[src/rtl/mod_ten_scheduler_if.sv]
// Handshake/bus bundle for mod_ten_scheduler: per-requester request/cmd/len in,
// one-hot grant, completion pulses, counter mode lines and counter mirror out.
interface mod_ten_scheduler_if #(
    parameter int LEN_W = 4
);
    logic [2:0]       req;
    logic [1:0]       cmd0;
    logic [1:0]       cmd1;
    logic [1:0]       cmd2;
    logic [LEN_W-1:0] len0;
    logic [LEN_W-1:0] len1;
    logic [LEN_W-1:0] len2;
    logic [2:0]       gnt;
    logic [2:0]       done;
    logic             w1;
    logic             w0;
    logic             busy;
    logic [3:0]       count;
    logic             wrap;

    modport master (
        output req, cmd0, cmd1, cmd2, len0, len1, len2,
        input  gnt, done, w1, w0, busy, count, wrap
    );

    modport slave (
        input  req, cmd0, cmd1, cmd2, len0, len1, len2,
        output gnt, done, w1, w0, busy, count, wrap
    );
endinterface

[src/rtl/mod_ten_scheduler.sv]
// Round-robin burst scheduler driving a shared mod-MOD counter and keeping a registered mirror of it.
// Grant one cycle after a request in IDLE; each burst ends with a one-cycle DONE before the next grant.
module mod_ten_scheduler #(
    parameter int MOD   = 10,
    parameter int LEN_W = 4
) (
    input  logic                  i_clk,
    input  logic                  i_rst,
    mod_ten_scheduler_if.slave    bus
);
    typedef enum logic [1:0] {
        S_IDLE = 2'd0,
        S_RUN  = 2'd1,
        S_DONE = 2'd2
    } state_t;

    state_t           r_state;
    state_t           w_state_nxt;
    logic [1:0]       r_ptr;
    logic [1:0]       w_ptr_nxt;
    logic [1:0]       r_winner;
    logic [1:0]       w_winner_nxt;
    logic [1:0]       r_cmd;
    logic [1:0]       w_cmd_nxt;
    logic [LEN_W-1:0] r_rem;
    logic [LEN_W-1:0] w_rem_nxt;
    logic [3:0]       r_count;
    logic [3:0]       w_count_nxt;
    logic             r_wrap;
    logic             w_wrap_nxt;

    logic [1:0]       w_pick;
    logic             w_pick_vld;
    logic [1:0]       w_pick_cmd;
    logic [LEN_W-1:0] w_pick_len_raw;
    logic [LEN_W-1:0] w_pick_len;
    logic [2:0]       w_gnt;
    logic [2:0]       w_done;
    logic [1:0]       w_mode;
    logic             w_busy;

    // Scan from the highest offset down so the requester nearest ptr wins.
    always_comb begin
        int idx;
        w_pick     = 2'd0;
        w_pick_vld = 1'b0;
        idx        = 0;
        for (int k = 2; k >= 0; k--) begin
            idx = (int'(r_ptr) + k) % 3;
            if (bus.req[idx]) begin
                w_pick     = 2'(idx);
                w_pick_vld = 1'b1;
            end
        end
    end

    always_comb begin
        w_pick_cmd     = bus.cmd0;
        w_pick_len_raw = bus.len0;
        case (w_pick)
            2'd1: begin
                w_pick_cmd     = bus.cmd1;
                w_pick_len_raw = bus.len1;
            end
            2'd2: begin
                w_pick_cmd     = bus.cmd2;
                w_pick_len_raw = bus.len2;
            end
            default: begin
                w_pick_cmd     = bus.cmd0;
                w_pick_len_raw = bus.len0;
            end
        endcase
        w_pick_len = (w_pick_len_raw == '0) ? LEN_W'(1) : w_pick_len_raw;
    end

    always_comb begin
        w_state_nxt  = r_state;
        w_ptr_nxt    = r_ptr;
        w_winner_nxt = r_winner;
        w_cmd_nxt    = r_cmd;
        w_rem_nxt    = r_rem;
        w_gnt        = 3'b000;
        w_done       = 3'b000;
        w_mode       = 2'b00;
        w_busy       = 1'b0;
        case (r_state)
            S_IDLE: begin
                if (w_pick_vld) begin
                    w_winner_nxt = w_pick;
                    w_cmd_nxt    = w_pick_cmd;
                    w_rem_nxt    = w_pick_len;
                    w_state_nxt  = S_RUN;
                end
            end
            S_RUN: begin
                w_gnt     = 3'b001 << r_winner;
                w_mode    = r_cmd;
                w_busy    = 1'b1;
                w_rem_nxt = r_rem - LEN_W'(1);
                // A dropped request still gets this cycle's command, then aborts.
                if ((r_rem == LEN_W'(1)) || !bus.req[r_winner]) begin
                    w_state_nxt = S_DONE;
                    w_ptr_nxt   = (r_winner == 2'd2) ? 2'd0 : r_winner + 2'd1;
                end
            end
            S_DONE: begin
                w_done      = 3'b001 << r_winner;
                w_busy      = 1'b1;
                w_state_nxt = S_IDLE;
            end
            default: begin
                w_state_nxt = S_IDLE;
            end
        endcase
    end

    always_comb begin
        w_count_nxt = r_count;
        w_wrap_nxt  = 1'b0;
        case (w_mode)
            2'b01: begin
                if (r_count >= 4'(MOD - 1)) begin
                    w_count_nxt = 4'd0;
                    w_wrap_nxt  = 1'b1;
                end else begin
                    w_count_nxt = r_count + 4'd1;
                end
            end
            2'b10: begin
                if (r_count >= 4'(MOD - 2)) begin
                    w_count_nxt = r_count - 4'(MOD - 2);
                    w_wrap_nxt  = 1'b1;
                end else begin
                    w_count_nxt = r_count + 4'd2;
                end
            end
            2'b11: begin
                if (r_count == 4'd0) begin
                    w_count_nxt = 4'(MOD - 1);
                    w_wrap_nxt  = 1'b1;
                end else begin
                    w_count_nxt = r_count - 4'd1;
                end
            end
            default: begin
                w_count_nxt = r_count;
                w_wrap_nxt  = 1'b0;
            end
        endcase
    end

    always_ff @(posedge i_clk) begin
        if (i_rst) begin
            r_state  <= S_IDLE;
            r_ptr    <= 2'd0;
            r_winner <= 2'd0;
            r_cmd    <= 2'b00;
            r_rem    <= '0;
            r_count  <= 4'd0;
            r_wrap   <= 1'b0;
        end else begin
            r_state  <= w_state_nxt;
            r_ptr    <= w_ptr_nxt;
            r_winner <= w_winner_nxt;
            r_cmd    <= w_cmd_nxt;
            r_rem    <= w_rem_nxt;
            r_count  <= w_count_nxt;
            r_wrap   <= w_wrap_nxt;
        end
    end

    assign bus.gnt   = w_gnt;
    assign bus.done  = w_done;
    assign bus.w1    = w_mode[1];
    assign bus.w0    = w_mode[0];
    assign bus.busy  = w_busy;
    assign bus.count = r_count;
    assign bus.wrap  = r_wrap;
endmodule

[src/flat_wrapper.sv]
// flat-port wrapper written by rule: the top's interface ports become plain ports
module mod_ten_scheduler_flat 
#(
    parameter int MOD   = 10,
    parameter int LEN_W = 4
)
  (i_clk, i_rst, bus_req, bus_cmd0, bus_cmd1, bus_cmd2, bus_len0, bus_len1, bus_len2, bus_gnt, bus_done, bus_w1, bus_w0, bus_busy, bus_count, bus_wrap);
  mod_ten_scheduler_if #(.LEN_W(LEN_W)) bus_i ();
  input  logic i_clk;
  input  logic i_rst;
  input wire logic [$bits(bus_i.req)-1:0] bus_req;
  input wire logic [$bits(bus_i.cmd0)-1:0] bus_cmd0;
  input wire logic [$bits(bus_i.cmd1)-1:0] bus_cmd1;
  input wire logic [$bits(bus_i.cmd2)-1:0] bus_cmd2;
  input wire logic [$bits(bus_i.len0)-1:0] bus_len0;
  input wire logic [$bits(bus_i.len1)-1:0] bus_len1;
  input wire logic [$bits(bus_i.len2)-1:0] bus_len2;
  output wire logic [$bits(bus_i.gnt)-1:0] bus_gnt;
  output wire logic [$bits(bus_i.done)-1:0] bus_done;
  output wire logic [$bits(bus_i.w1)-1:0] bus_w1;
  output wire logic [$bits(bus_i.w0)-1:0] bus_w0;
  output wire logic [$bits(bus_i.busy)-1:0] bus_busy;
  output wire logic [$bits(bus_i.count)-1:0] bus_count;
  output wire logic [$bits(bus_i.wrap)-1:0] bus_wrap;
  assign bus_i.req = bus_req;
  assign bus_i.cmd0 = bus_cmd0;
  assign bus_i.cmd1 = bus_cmd1;
  assign bus_i.cmd2 = bus_cmd2;
  assign bus_i.len0 = bus_len0;
  assign bus_i.len1 = bus_len1;
  assign bus_i.len2 = bus_len2;
  assign bus_gnt = bus_i.gnt;
  assign bus_done = bus_i.done;
  assign bus_w1 = bus_i.w1;
  assign bus_w0 = bus_i.w0;
  assign bus_busy = bus_i.busy;
  assign bus_count = bus_i.count;
  assign bus_wrap = bus_i.wrap;
  mod_ten_scheduler #(.MOD(MOD), .LEN_W(LEN_W)) u_core (.i_clk(i_clk), .i_rst(i_rst), .bus(bus_i));
endmodule
[config.mk]
export PLATFORM = sky130hd
export DESIGN_NAME = mod_ten_scheduler_flat
export DESIGN_NICKNAME = d
export VERILOG_FILES = /design/src/rtl/mod_ten_scheduler_if.sv /design/src/rtl/mod_ten_scheduler.sv /design/src/flat_wrapper.sv
export SDC_FILE = /design/constraint.sdc
export NUM_CORES = 1
export LEC_CHECK = 0
export BUFFER_PORTS_ARGS = -buffer_cell sky130_fd_sc_hd__buf_2
export CAP_MARGIN = 5
export CORE_AREA = 3 3 63 53
export DETAILED_ROUTE_END_ITERATION = 8
export DIE_AREA = 0 0 66 56
export PLACE_DENSITY = 0.9
export SKIP_LAST_GASP = 1
export SYNTH_ARGS = -nofsm -noshare
export SYNTH_HDL_FRONTEND = slang
export SYNTH_SLANG_ARGS = --single-unit
[constraint.sdc]
create_clock -name i_clk -period 5.8 [get_ports i_clk]
set_input_delay 1.74 -clock i_clk [delete_from_list [all_inputs] [get_ports i_clk]]
set_output_delay 1.74 -clock i_clk [all_outputs]
set_load 0.01 [all_outputs]
=== After elaboration in Yosys (flattened, before gate mapping) ===
Cells that the tools add are included.

* Bits in read-only memories: 0
* Latch bits: 0
* Memories: 0
* Output and inout bits: 14
* Memory bits (writable): 0
* Word-level logic and storage cells: 86
* Bits in registers: 17
* Input port bits: 23

* Magnitude comparators: 6
* Add/sub/neg operators: 8
* Divide/modulo/power cells: 3
* Bitwise gates (word level): 0
* Muxes and demuxes: 38
* Multiply operators: 0
* Eq/ne operators: 11
* Reduce and logical (&&, ||, !) cells: 12
* Shifts and indexed selects: 1

{| class="wikitable"
|+ Operators by type and width
! operator !! count
|-
| less-than comparator 32 x 4 -> 1 bit (second input constant) || 3
|-
| remainder unit 32 x 3 -> 32 bit (second input constant) || 2
|-
| remainder unit 3 x 3 -> 32 bit (second input constant) || 1
|-
| two-way mux 4 bit || 5
|-
| case mux 4 bit (2 select lines) || 2
|-
| two-way mux 1 bit || 14
|-
| two-way mux 2 bit || 7
|-
| case mux 4 bit (3 select lines) || 1
|-
| equality test 2 bit (second input constant) || 5
|-
| binary-select mux 1 bit (select 2 bit) || 4
|-
| >= comparator 4 bit (second input constant) || 2
|-
| logical NOT 4 bit || 2
|-
| case mux 2 bit (2 select lines) || 2
|-
| AND reduction 2 bit || 4
|-
| subtractor 4 x 1 -> 4 bit (second input constant) || 2
|-
| equality test 2 x 1 -> 1 bit (second input constant) || 3
|-
| two-way mux 3 bit || 2
|-
| adder 4 x 1 -> 4 bit (second input constant) || 1
|-
| adder 4 x 2 -> 4 bit (second input constant) || 1
|-
| equality test 4 x 1 -> 1 bit (second input constant) || 1
|-
| != test 2 x 1 -> 1 bit (second input constant) || 2
|-
| subtractor 4 bit (second input constant) || 1
|-
| adder 2 x 1 -> 3 bit (second input constant) || 1
|-
| adder 2 x 2 -> 3 bit (second input constant) || 1
|-
| other kinds (10) || 10
|}

=== Longest topological paths before layout ===
Gate-level depths: netlist (run 1).

* Depth in word-level cells: 14
* Gate-level depth with buffers: 14
* Mapped depth without buffers: 13

=== Least setup slack after synthesis (run 1) ===
Ideal clock, no wire load.

* Path kind: input to register
* From: input bus_req[1]
* To: register u_core.r_rem[1]
* Path slack: 2.104 ns
* Data required time: 5.668 ns
* Setup time: 0.132 ns
* Buffers on the path: 1
* Stages: 10
* Data arrival time: 3.564 ns
* Cells stage by stage: a22o_1 a22oi_1 o31ai_1 inv_1 ha_1 clkbuf_1 a221oi_1 nor3_1 a2111oi_0 nor3_2

* Word-level cells in the longest chain between the ends: 12
* Elaborated cells between the ends (all ways): 24
* Those cells by class: eq/ne (3); mux (19); reduce/logical (2)

{| class="wikitable"
|+ Ends and longest elaborated chain
! item !! RTL line !! text
|-
| from (decl) || flat_wrapper.sv:11 || <nowiki>input wire logic [$bits(bus_i.req)-1:0] bus_req;</nowiki>
|-
| binary-select mux 1 bit (select 2 bit) || mod_ten_scheduler.sv:50 || <nowiki>if (bus.req[idx]) begin</nowiki>
|-
| two-way mux 1 bit (implied by the code) (2 in series) || mod_ten_scheduler.sv:50 ||
|-
| two-way mux 2 bit (2 in series) || mod_ten_scheduler.sv:50 ||
|-
| two-way mux 2 bit * || mod_ten_scheduler.sv:50 ||
|-
| via u_core.w_pick[0] || mod_ten_scheduler.sv:32 || <nowiki>logic [1:0] w_pick;</nowiki>
|-
| equality test 2 bit or equality test 2 x 1 -> 1 bit (tied branches) || mod_ten_scheduler.sv:60 || <nowiki>case (w_pick)</nowiki>
|-
| case mux 4 bit (2 select lines) * || mod_ten_scheduler.sv:60 ||
|-
| logical NOT 4 bit || mod_ten_scheduler.sv:74 || <nowiki>w_pick_len = (w_pick_len_raw == '0) ? LEN_W'(1) : w_pick_len_raw;</nowiki>
|-
| two-way mux 4 bit * || mod_ten_scheduler.sv:74 ||
|-
| two-way mux 4 bit * || mod_ten_scheduler.sv:89 || <nowiki>if (w_pick_vld) begin</nowiki>
|-
| case mux 4 bit (2 select lines) * || mod_ten_scheduler.sv:87 || <nowiki>case (r_state)</nowiki>
|-
| to (signal assigned) || mod_ten_scheduler.sv:167 || <nowiki>r_rem <= w_rem_nxt;</nowiki>
|-
| to (decl) || mod_ten_scheduler.sv:25 || <nowiki>logic [LEN_W-1:0] r_rem;</nowiki>
|}

The timed path passes the listed nets; every way through them passes the cells marked *. The select of a mux whose other input is x is not followed.
A chain may end at the register's enable or synchronous reset.

=== Worst setup path after layout (run 1) ===
* From: input bus_req[2]
* To: register u_core.r_rem[1]

Same word-level chain as after synthesis.

==> impl_metrics.csv, run 1 <==
group,metric,value,unit
timing,holdWs,514,ps
timing,hold_viol_final,0,
final_layout,fillers,228,
synth,netlist.area_leader.share,0.215,
synth,ys.flop_type,"dfxtp_1",
timing,slew_headroom,0.459,
clock_network,numCtsBuffers,3,
synth,netlist_top_cells_area,"dfxtp_1, ha_1, inv_1",
worst_setup_path,crit_type,"input pin to flip-flop",
global_routing,grt_start_max_net_pins,19,
clock_network,cts_resized,0,
hold_path,hold_depth,2,
final_layout,fin_cells,273,
pwr,power_density,463,mW/mm²
worst_setup_path,end_kind,"flip-flop",
worst_setup_path,cp_max_fo,12,
timing,rsz0062_at_grt,"no",
worst_setup_path,ff2ff_setup_slack,2770,ps
synth,ys_seq_elements,17,
final_layout,layout-drive-gt1-share,0.196,
final_layout,area_growth,13.9,%
timing,slew_violations,0,
drt,avgRoutedWirePerCell,13.4,µm
synth,ys_types,50,
synth,avgSynthCellArea,7.77,µm²
timing,max_freq,266,MHz
floorplan,die_h,56,µm
timing,fin_crit_sh,0.649,
floorplan,initial_utilization,0.578,
clock_network,clk_pin_slew,90,ps
clock_network,htreeDepth,1,
placement,finalWeightedCongestion,0.836,
drt,drc,0,
drt,drtIter0Drc,210,
timing,clock-skew-final,1.45,ps
run,maxCapViolations,0,
global_routing,grt_pass1_vias,1382,
synth,yosysWarnings,0,
drt,wl,3670,µm
drt,vias,1595,
worst_setup_path,crit_chain,"buf_2, a22o_1, a22oi_1, o31ai_1, inv_1, ha_1, a221oi_1, nor3_1, a2111oi_0, nor3_2",
placement,placed_cells,269,
clock_network,clock_latency,290,ps
synth,netlist_area,0.00159,mm²
floorplan,rows,17,
global_routing,grt_pass1_wl,6280,µm
clock_network,cts_sinks,17,
worst_setup_path,startpoint,"bus_req[2]",
worst_setup_path,crit_required,5980,ps
worst_setup_path,cp_slowest_cell,"a2111oi_0",
floorplan,num_io_pins,37,
worst_setup_path,reg2reg_to,"u_core.r_rem[1]$_SDFFE_PP0P_",
drt,via_per_inst,5.84,
clock_network,cts_hold_buffers,0,
synth,synth_edf_count,0,
worst_setup_path,reg2reg_from,"u_core.r_ptr[0]$_SDFFE_PP0P_",
worst_setup_path,cp-endpoint,"u_core.r_rem[1]$_SDFFE_PP0P_",
synth,synth_top_cell_by_area,"dfxtp_1",
global_routing,grt-ovfl-total,0,
timing,final.setup.tns,0,ps
clock_network,cts_setup_buffers,0,
pwr,power,0.835,mW
synth,syn-num-nets,245,
worst_setup_path,cpPeakStageDelay,450,ps
drt,ant_nets,0,
floorplan,die_w,66,µm
timing,tightest_slew,812,ps
final_layout,num_antenna_cells,0,
hold_path,min_path_type,"flip-flop to flip-flop",
synth,syn_inst,204,
pwr,vdd_drop_max,0.260,mV
clock_network,clock_path_buffers,2,
timing,fin_crit,3760,ps
timing,setup_viol,0,
placement,portBuffers,36,
worst_setup_path,arrival,3940,ps
placement,post-dp-hpwl,2820,µm
drt,dr.pass1.iters,6,
status,status,"complete, no violations",
worst_setup_path,r2r_cells,11,
synth,ys_seq_area_frac,0.215,
final_layout,fin_nets,277,
pwr,power.leakage,0.826,nW
clock_network,cts_tree,"done",
floorplan,core_area,0.00274,mm²
synth,async_reset_ff_frac,0,
worst_setup_path,start_kind,"input pin",
global_routing,antenna_found_initial,0,
clock_network,ctsRootBufferMaster,"clkbuf_4",
floorplan,dieArea,0.00370,mm²
global_routing,track_usage,0.207,
-- routing by layer --
metal  share of wire  track usage  vias up  routed length [µm]
met1            0.48        0.301      705                1770
li1                -            -      800                   -
met2            0.42        0.309       82                1540
met4           0.011       0.0406        0                  41
met3           0.086       0.0485        8                 316
met5               0            0        -                   0
-- stage by stage --
stage / instance area (µm²) / util / setup WS, ps
after detailed placement: 1780 / 0.648 / 1740
after CTS: 1810 / 0.658 / 2050
after global placement: 1780 / 0.648 / 1890
final: 1810 / 0.658 / 2040
after global routing: 1810 / 0.658 / 1760
after floorplan: 1590 / - / 2100
-- cells in the final DEF, fill, tap and decap left out, types with 4 or more instances in the layout --
master	instances
a2111oi_0	4
a211oi_1	5
a21oi_1	12
a221oi_1	4
a22oi_1	6
and2_1	5
buf_2	36
dfxtp_1	17
ha_1	18
inv_1	23
mux2i_1	8
nand2_1	13
nor2_1	14
nor2b_1	7
nor3b_1	4
o21ai_0	9
-- critical path: cells and delay by family --
family / cells / cell delay, ps
buffers and inverters: 2 / 260
and+or+nand+nor: 2 / 140
adders and majority gates: 1 / 430
AOI/OAI and AO/OA: 5 / 1380
-- registers in the layout, summed over array words and instances (netlist names) --
| register | count |
|---|---|
| u_core.r_cmd | 2 |
| u_core.bus.count | 4 |
| u_core.r_state | 2 |
| u_core.r_rem | 4 |
| u_core.bus.wrap | 1 |
| u_core.r_winner | 2 |
| u_core.r_ptr | 2 |
-- power breakdown --
group	switching [mW]	internal (mW)
Sequential	0.0599	0.156
Clock	0.0371	0.0268
Combinational	0.315	0.241
-- synth_stat cells, types with 2 or more instances --
| library cell | instances |
|---|---|
| a2111oi_0 | 4 |
| a211oi_1 | 5 |
| a21o_1 | 2 |
| a21oi_1 | 12 |
| a221oi_1 | 4 |
| a22oi_1 | 6 |
| a31oi_1 | 2 |
| and2_1 | 5 |
| clkbuf_1 | 8 |
| dfxtp_1 | 17 |
| ha_1 | 18 |
| inv_1 | 23 |
| mux2i_1 | 8 |
| nand2_1 | 13 |
| nand3_1 | 3 |
| nand3b_1 | 3 |
| nor2_1 | 14 |
| nor2b_1 | 7 |
| nor3_1 | 3 |
| nor3b_1 | 4 |
| o21a_1 | 3 |
| o21ai_0 | 9 |
| o21ai_1 | 2 |
| o22ai_1 | 2 |
| xnor2_1 | 2 |
-- worst min-delay path by stage --
stage	start	to	slack, ps
6_report	u_core.r_state[0]$_SDFFE_PP0P_	u_core.r_state[0]$_SDFFE_PP0P_	510
5_1_grt	u_core.r_rem[3]$_SDFFE_PP0P_	u_core.r_rem[3]$_SDFFE_PP0P_	540
4_1_cts	u_core.r_state[0]$_SDFFE_PP0P_	u_core.r_state[0]$_SDFFE_PP0P_	520
3_5_place_dp	u_core.r_state[0]$_SDFFE_PP0P_	u_core.r_state[0]$_SDFFE_PP0P_	500
3_3_place_gp	u_core.r_state[0]$_SDFFE_PP0P_	u_core.r_state[0]$_SDFFE_PP0P_	490
2_1_floorplan	u_core.r_rem[3]$_SDFFE_PP0P_	u_core.r_rem[3]$_SDFFE_PP0P_	470
-- kinds of logic (layout without fill, tap and decap cells) --
logic type / count (synthesis) / after routing / synth area share
DFF: 17 / 17 / 0.215
muxes: 10 / 10 / 0.0671
xor gates and xnor gates: 3 / 3 / 0.0166
adders and majority gates: 18 / 18 / 0.142
AOI/OAI and AO/OA: 65 / 65 / 0.289
and+or+nand+nor: 59 / 59 / 0.195
buffers and inverters: 32 / 63 / 0.0758
-- final cells by class --
cell class	count	area, µm²	area share
Clock buffer	4	26.3	0.0146
Inverter	23	86.3	0.0478
Multi-Input combinational cell	155	1120	0.623
Timing Repair Buffer	36	180	0.0998
Tap cell	38	47.5	0.0263
Sequential cell	17	340	0.188
(Power assumes the default switching activity.)
==> run 2, diff against run 1 <==
--- a/config.mk
+++ b/config.mk
@@ -7,10 +7,10 @@
 export LEC_CHECK = 0
 export BUFFER_PORTS_ARGS = -buffer_cell sky130_fd_sc_hd__buf_2
 export CAP_MARGIN = 5
-export CORE_AREA = 3 3 63 53
+export CORE_AREA = 3 3 68 57
 export DETAILED_ROUTE_END_ITERATION = 8
-export DIE_AREA = 0 0 66 56
-export PLACE_DENSITY = 0.9
+export DIE_AREA = 0 0 71 60
+export PLACE_DENSITY = 0.82
 export SKIP_LAST_GASP = 1
 export SYNTH_ARGS = -nofsm -noshare
 export SYNTH_HDL_FRONTEND = slang
==> constraint.sdc (replaced) <==
create_clock -name i_clk -period 3.1 [get_ports i_clk]
set_input_delay 0.93 -clock i_clk [delete_from_list [all_inputs] [get_ports i_clk]]
set_output_delay 0.93 -clock i_clk [all_outputs]
set_load 0.01 [all_outputs]
==> run 2 against run 1 <==
Net effect: via count fell by 3.9%; worst setup slack got worse by 1800 ps; critical path type is now flip-flop to flip-flop; hold slack got worse by 3.6 ps; sequential share of layout area is 0.68 points lower; combinational power is 96% higher; final area is 3.7% higher.
==> impl_metrics.csv, run 2 (synthesized netlist as in run 1, its figures left out) <==
group,metric,value,unit
status,status,"complete, no violations",
worst_setup_path,crit_required,3230,ps
timing,tightest_slew,481,ps
drt,drtIter0Drc,112,
timing,rsz0062_at_grt,"no",
timing,slew_headroom,0.671,
floorplan,core_area,0.00315,mm²
timing,fin_crit,2830,ps
clock_network,htreeDepth,1,
pwr,power.leakage,0.856,nW
drt,drc,0,
final_layout,final_util,0.594,
pwr,power_density,884,mW/mm²
placement,placed_cells,276,
timing,hold_viol_final,0,
global_routing,grt-ovfl-total,0,
worst_setup_path,arrival,2970,ps
global_routing,grt_pass1_vias,1359,
worst_setup_path,cp_slowest_cell,"a2111oi_0",
clock_network,clock_path_buffers,2,
drt,via_per_inst,5.47,
pwr,p_switching,0.785,mW
clock_network,clock_latency,250,ps
timing,final.setup.tns,0,ps
drt,vias,1532,
floorplan,die_h,60,µm
timing,slew_violations,0,
pwr,vdd_drop_max,0.663,mV
timing,clock-skew-final,1.69,ps
worst_setup_path,start_kind,"flip-flop",
final_layout,num_antenna_cells,0,
worst_setup_path,cp_max_fo,6,
final_layout,fillers,280,
final_layout,fin_cells,280,
floorplan,initial_utilization,0.503,
global_routing,grt_start_max_net_pins,19,
worst_setup_path,crit_top_cell,"inv_1",
clock_network,clk_pin_slew,60,ps
timing,setup_viol,0,
clock_network,cts_tree,"done",
clock_network,cts_hold_buffers,0,
floorplan,dieArea,0.00426,mm²
timing,max_freq,353,MHz
final_layout,layout-drive-gt1-share,0.225,
run,maxCapViolations,0,
global_routing,grt_pass1_wl,6050,µm
drt,dr.pass1.iters,5,
placement,portBuffers,36,
worst_setup_path,end_kind,"flip-flop",
clock_network,cts_resized,0,
floorplan,die_w,71,µm
placement,post-dp-hpwl,2880,µm
placement,finalWeightedCongestion,0.907,
floorplan,num_io_pins,37,
hold_path,min_path_type,"flip-flop to flip-flop",
global_routing,track_usage,0.176,
clock_network,cts_sinks,17,
floorplan,rows,18,
global_routing,antenna_found_initial,0,
clock_network,cts_setup_buffers,0,
final_layout,area_growth,18.2,%
worst_setup_path,crit_type,"flip-flop to flip-flop",
worst_setup_path,cpPeakStageDelay,410,ps
worst_setup_path,crit_chain,"inv_1, ha_2, inv_1, and3_1, o31ai_1, inv_1, ha_1, a221oi_1, nor3_1, a2111oi_0, nor3_2",
drt,ant_nets,0,
pwr,p_int,0.870,mW
clock_network,ctsRootBufferMaster,"clkbuf_8",
pwr,p_seq_frac,0.242,
drt,avgRoutedWirePerCell,12.9,µm
timing,fin_crit_sh,0.914,
pwr,combPwrFrac,0.658,
clock_network,numCtsBuffers,3,
pwr,power_frac_clock,0.100,
drt,wl,3620,µm
final_layout,final_common_cell,"buf_2",
final_layout,fin_nets,282,
final_layout,final_cell_mix,"buf_2, inv_1, dfxtp_1",
pwr,netSwitchingFraction,0.474,
## run 2: cell types whose count changed in the layout (fill, tap and decap cells not counted), sizes merged
cell and delta:
buf +5
## run 2: per-layer routing
layer / up-vias / GRT usage / wire, µm
met1: 660 / 0.256 / 1870
met5: - / 0 / 0
met3: 4 / 0.0471 / 276
met4: 0 / 0.0349 / 23
li1: 809 / - / -
met2: 59 / 0.260 / 1450
## run 2: through the flow
| stage | total power, mW | setup slack, ps | cell area (µm²) | hold slack [ps] |
|---|---|---|---|---|
| floorplan | 1.20 | 214 | 1590 | 472 |
| global placement | 1.44 | 131 | 1820 | 493 |
| detailed placement | 1.47 | 43.0 | 1820 | 501 |
| CTS | 1.64 | 200 | 1860 | 512 |
| global route | 1.81 | 2.32 | 1870 | 529 |
| finish | 1.65 | 265 | 1870 | 511 |
## run 2: power groups by stage
stage               combinational [mW]  clock, mW  sequential (mW)
global placement                  1.04          0            0.401
detailed placement                1.07          0            0.402
CTS                               1.07      0.171            0.398
finish                            1.09      0.166            0.400
floorplan                        0.843          0            0.359
global route                      1.22      0.182            0.415
## run 2: critical path: cells and delay by family, from the launching register on
| kind | cells | cell delay (ps) |
|---|---|---|
| flip-flops | 1 | 360 |
| adder cells (fa/ha/maj) | 2 | 740 |
| AO/OA/AOI/OAI | 3 | 1030 |
| buffers and inverters | 3 | 260 |
| AND/OR/NAND/NOR | 3 | 320 |
## run 2: path summary, 6_finish.rpt
kind / from / to / slack [ps] / cells after the start
max: u_core.r_ptr[0]$_SDFFE_PP0P_ / u_core.r_rem[1]$_SDFFE_PP0P_ / 270 / 11
min: u_core.r_state[0]$_SDFFE_PP0P_ / u_core.r_state[0]$_SDFFE_PP0P_ / 510 / 2
max reg2reg: u_core.r_ptr[0]$_SDFFE_PP0P_ / u_core.r_rem[1]$_SDFFE_PP0P_ / 270 / 11
min reg2reg: u_core.r_state[0]$_SDFFE_PP0P_ / u_core.r_state[0]$_SDFFE_PP0P_ / 510 / 2
## run 2: cell type report
cell class / count / area [µm²] / area share
Multi-Input combinational cell: 155 / 1130 / 0.605
Timing Repair Buffer: 41 / 218 / 0.116
Inverter: 23 / 86.3 / 0.0461
Tap cell: 40 / 50.0 / 0.0267
Sequential cell: 17 / 340 / 0.182
Clock buffer: 4 / 45.0 / 0.0240
==> run 3, diff against run 2 <==
--- a/config.mk
+++ b/config.mk
@@ -7,10 +7,10 @@
 export LEC_CHECK = 0
 export BUFFER_PORTS_ARGS = -buffer_cell sky130_fd_sc_hd__buf_2
 export CAP_MARGIN = 5
-export CORE_AREA = 3 3 68 57
+export CORE_AREA = 3 3 63 53
 export DETAILED_ROUTE_END_ITERATION = 8
-export DIE_AREA = 0 0 71 60
-export PLACE_DENSITY = 0.82
+export DIE_AREA = 0 0 66 56
+export PLACE_DENSITY = 0.9
 export SKIP_LAST_GASP = 1
 export SYNTH_ARGS = -nofsm -noshare
 export SYNTH_HDL_FRONTEND = slang
==> constraint.sdc (replaced) <==
create_clock -name i_clk -period 3.7 [get_ports i_clk]
set_input_delay 1.11 -clock i_clk [delete_from_list [all_inputs] [get_ports i_clk]]
set_output_delay 1.11 -clock i_clk [all_outputs]
set_load 0.01 [all_outputs]
==> run 3 against run 2 <==
Net effect: non-clock buffer count down 5; sequential power shrank 17%; highest routed layer unchanged; combinational power down 20%; die area fell by 13%; clock power shrank 39%; largest power group unchanged; clock-buffer cell count stayed put; core utilization grew 6.4 points; worst setup slack improved by 330 ps.
==> impl_metrics.csv, run 3 (synthesized netlist as in run 1, its figures left out) <==
group,metric,value,unit
timing,slew_violations,0,
timing,final.setup.tns,0,ps
pwr,p_switching,0.644,mW
pwr,combPwrFrac,0.666,
timing,tightest_slew,864,ps
pwr,vdd_drop_max,0.410,mV
timing,fin_crit,3100,ps
final_layout,area_growth,13.9,%
timing,setup_viol,0,
timing,fin_crit_sh,0.839,
worst_setup_path,cp_max_fo,12,
floorplan,dieArea,0.00370,mm²
clock_network,clock_latency,300,ps
drt,vias,1546,
clock_network,clock_path_buffers,2,
placement,placed_cells,269,
drt,avgRoutedWirePerCell,13.0,µm
worst_setup_path,cpPeakStageDelay,430,ps
floorplan,core_area,0.00274,mm²
worst_setup_path,end_kind,"flip-flop",
global_routing,grt_pass1_wl,6170,µm
drt,dr.pass1.iters,4,
pwr,netSwitchingFraction,0.493,
clock_network,numCtsBuffers,3,
timing,max_freq,322,MHz
floorplan,die_w,66,µm
global_routing,grt-ovfl-total,0,
final_layout,fin_cells,273,
timing,slew_headroom,0.424,
worst_setup_path,start_kind,"input pin",
global_routing,antenna_found_initial,0,
pwr,p_seq_frac,0.256,
global_routing,grt_pass1_vias,1365,
final_layout,final_cell_mix,"buf_2, inv_1, ha_1",
hold_path,min_path_type,"flip-flop to flip-flop",
clock_network,cts_setup_buffers,0,
pwr,p_int,0.664,mW
drt,wl,3550,µm
floorplan,die_h,56,µm
final_layout,layout-drive-gt1-share,0.196,
placement,portBuffers,36,
drt,drc,0,
timing,hold_viol_final,0,
clock_network,htreeDepth,1,
global_routing,grt_start_max_net_pins,19,
final_layout,final_common_cell,"buf_2",
drt,drtIter0Drc,64,
worst_setup_path,arrival,3290,ps
worst_setup_path,crit_type,"input pin to flip-flop",
floorplan,initial_utilization,0.578,
clock_network,cts_sinks,17,
drt,ant_nets,0,
floorplan,rows,17,
timing,rsz0062_at_grt,"no",
placement,finalWeightedCongestion,0.836,
final_layout,num_antenna_cells,0,
clock_network,clk_pin_slew,110,ps
pwr,power_density,724,mW/mm²
pwr,power.leakage,0.826,nW
clock_network,ctsRootBufferMaster,"clkbuf_4",
clock_network,cts_hold_buffers,0,
final_layout,fillers,226,
final_layout,final_util,0.658,
drt,via_per_inst,5.66,
run,maxCapViolations,0,
floorplan,num_io_pins,37,
worst_setup_path,crit_chain,"buf_2, a22o_1, a22oi_1, o31ai_1, inv_1, ha_1, a221oi_1, nor3_1, a2111oi_0, nor3_2",
timing,clock-skew-final,9.81,ps
clock_network,cts_tree,"done",
status,status,"complete, no violations",
global_routing,track_usage,0.201,
placement,post-dp-hpwl,2780,µm
worst_setup_path,cp_slowest_cell,"a2111oi_0",
clock_network,cts_resized,0,
pwr,power_frac_clock,0.078,
worst_setup_path,crit_required,3880,ps
final_layout,fin_nets,277,
-- run 3: power by group through the flow --
stage | logic [mW] | registers [mW] | clock network, mW
after floorplan | 0.706 | 0.301 | 0
after detailed placement | 0.861 | 0.338 | 0
after CTS | 0.866 | 0.333 | 0.103
after global placement | 0.839 | 0.334 | 0
after global routing | 0.984 | 0.349 | 0.112
final | 0.871 | 0.334 | 0.102
-- run 3: cell type report --
cell class                      count  area, µm²  share of cell area
Clock buffer                        4       26.3              0.0146
Inverter                           23       86.3              0.0478
Multi-Input combinational cell    155       1120               0.623
Sequential cell                    17        340               0.188
Tap cell                           38       47.5              0.0263
Timing Repair Buffer               36        180              0.0998
-- run 3: metal layers --
| layer | track usage | wire length [µm] | share of wire |
|---|---|---|---|
| met1 | 0.304 | 1760 | 0.50 |
| met2 | 0.299 | 1520 | 0.43 |
| met3 | 0.0384 | 255 | 0.072 |
| met4 | 0.0261 | 15 | 0.0042 |
| met5 | 0 | 0 | 0 |
-- run 3: final timing paths --
path | end | start | slack [ps] | cells past startpoint
worst max-delay path | u_core.r_rem[1]$_SDFFE_PP0P_ | bus_req[2] | 600 | 10
worst min-delay path | u_core.r_state[0]$_SDFFE_PP0P_ | u_core.r_state[0]$_SDFFE_PP0P_ | 510 | 2
worst max register to register | u_core.r_rem[1]$_SDFFE_PP0P_ | u_core.r_ptr[0]$_SDFFE_PP0P_ | 670 | 11
worst min register to register | u_core.r_state[0]$_SDFFE_PP0P_ | u_core.r_state[0]$_SDFFE_PP0P_ | 510 | 2
-- run 3: per-stage QoR --
step	instance area, µm²	hold slack [ps]	total power [mW]	setup WS (ps)
after CTS	1810	514	1.30	609
final	1810	511	1.31	597
after detailed placement	1780	500	1.20	302
after floorplan	1590	472	1.01	634
after global placement	1780	495	1.17	425
after global routing	1810	546	1.44	395
-- run 3: worst max-delay path, delay by kind of cell --
family | cells | cell delay, ps
AO/OA/AOI/OAI | 5 | 1350
adder cells (fa/ha/maj) | 1 | 420
buffers and inverters | 2 | 250
AND/OR/NAND/NOR | 2 | 140
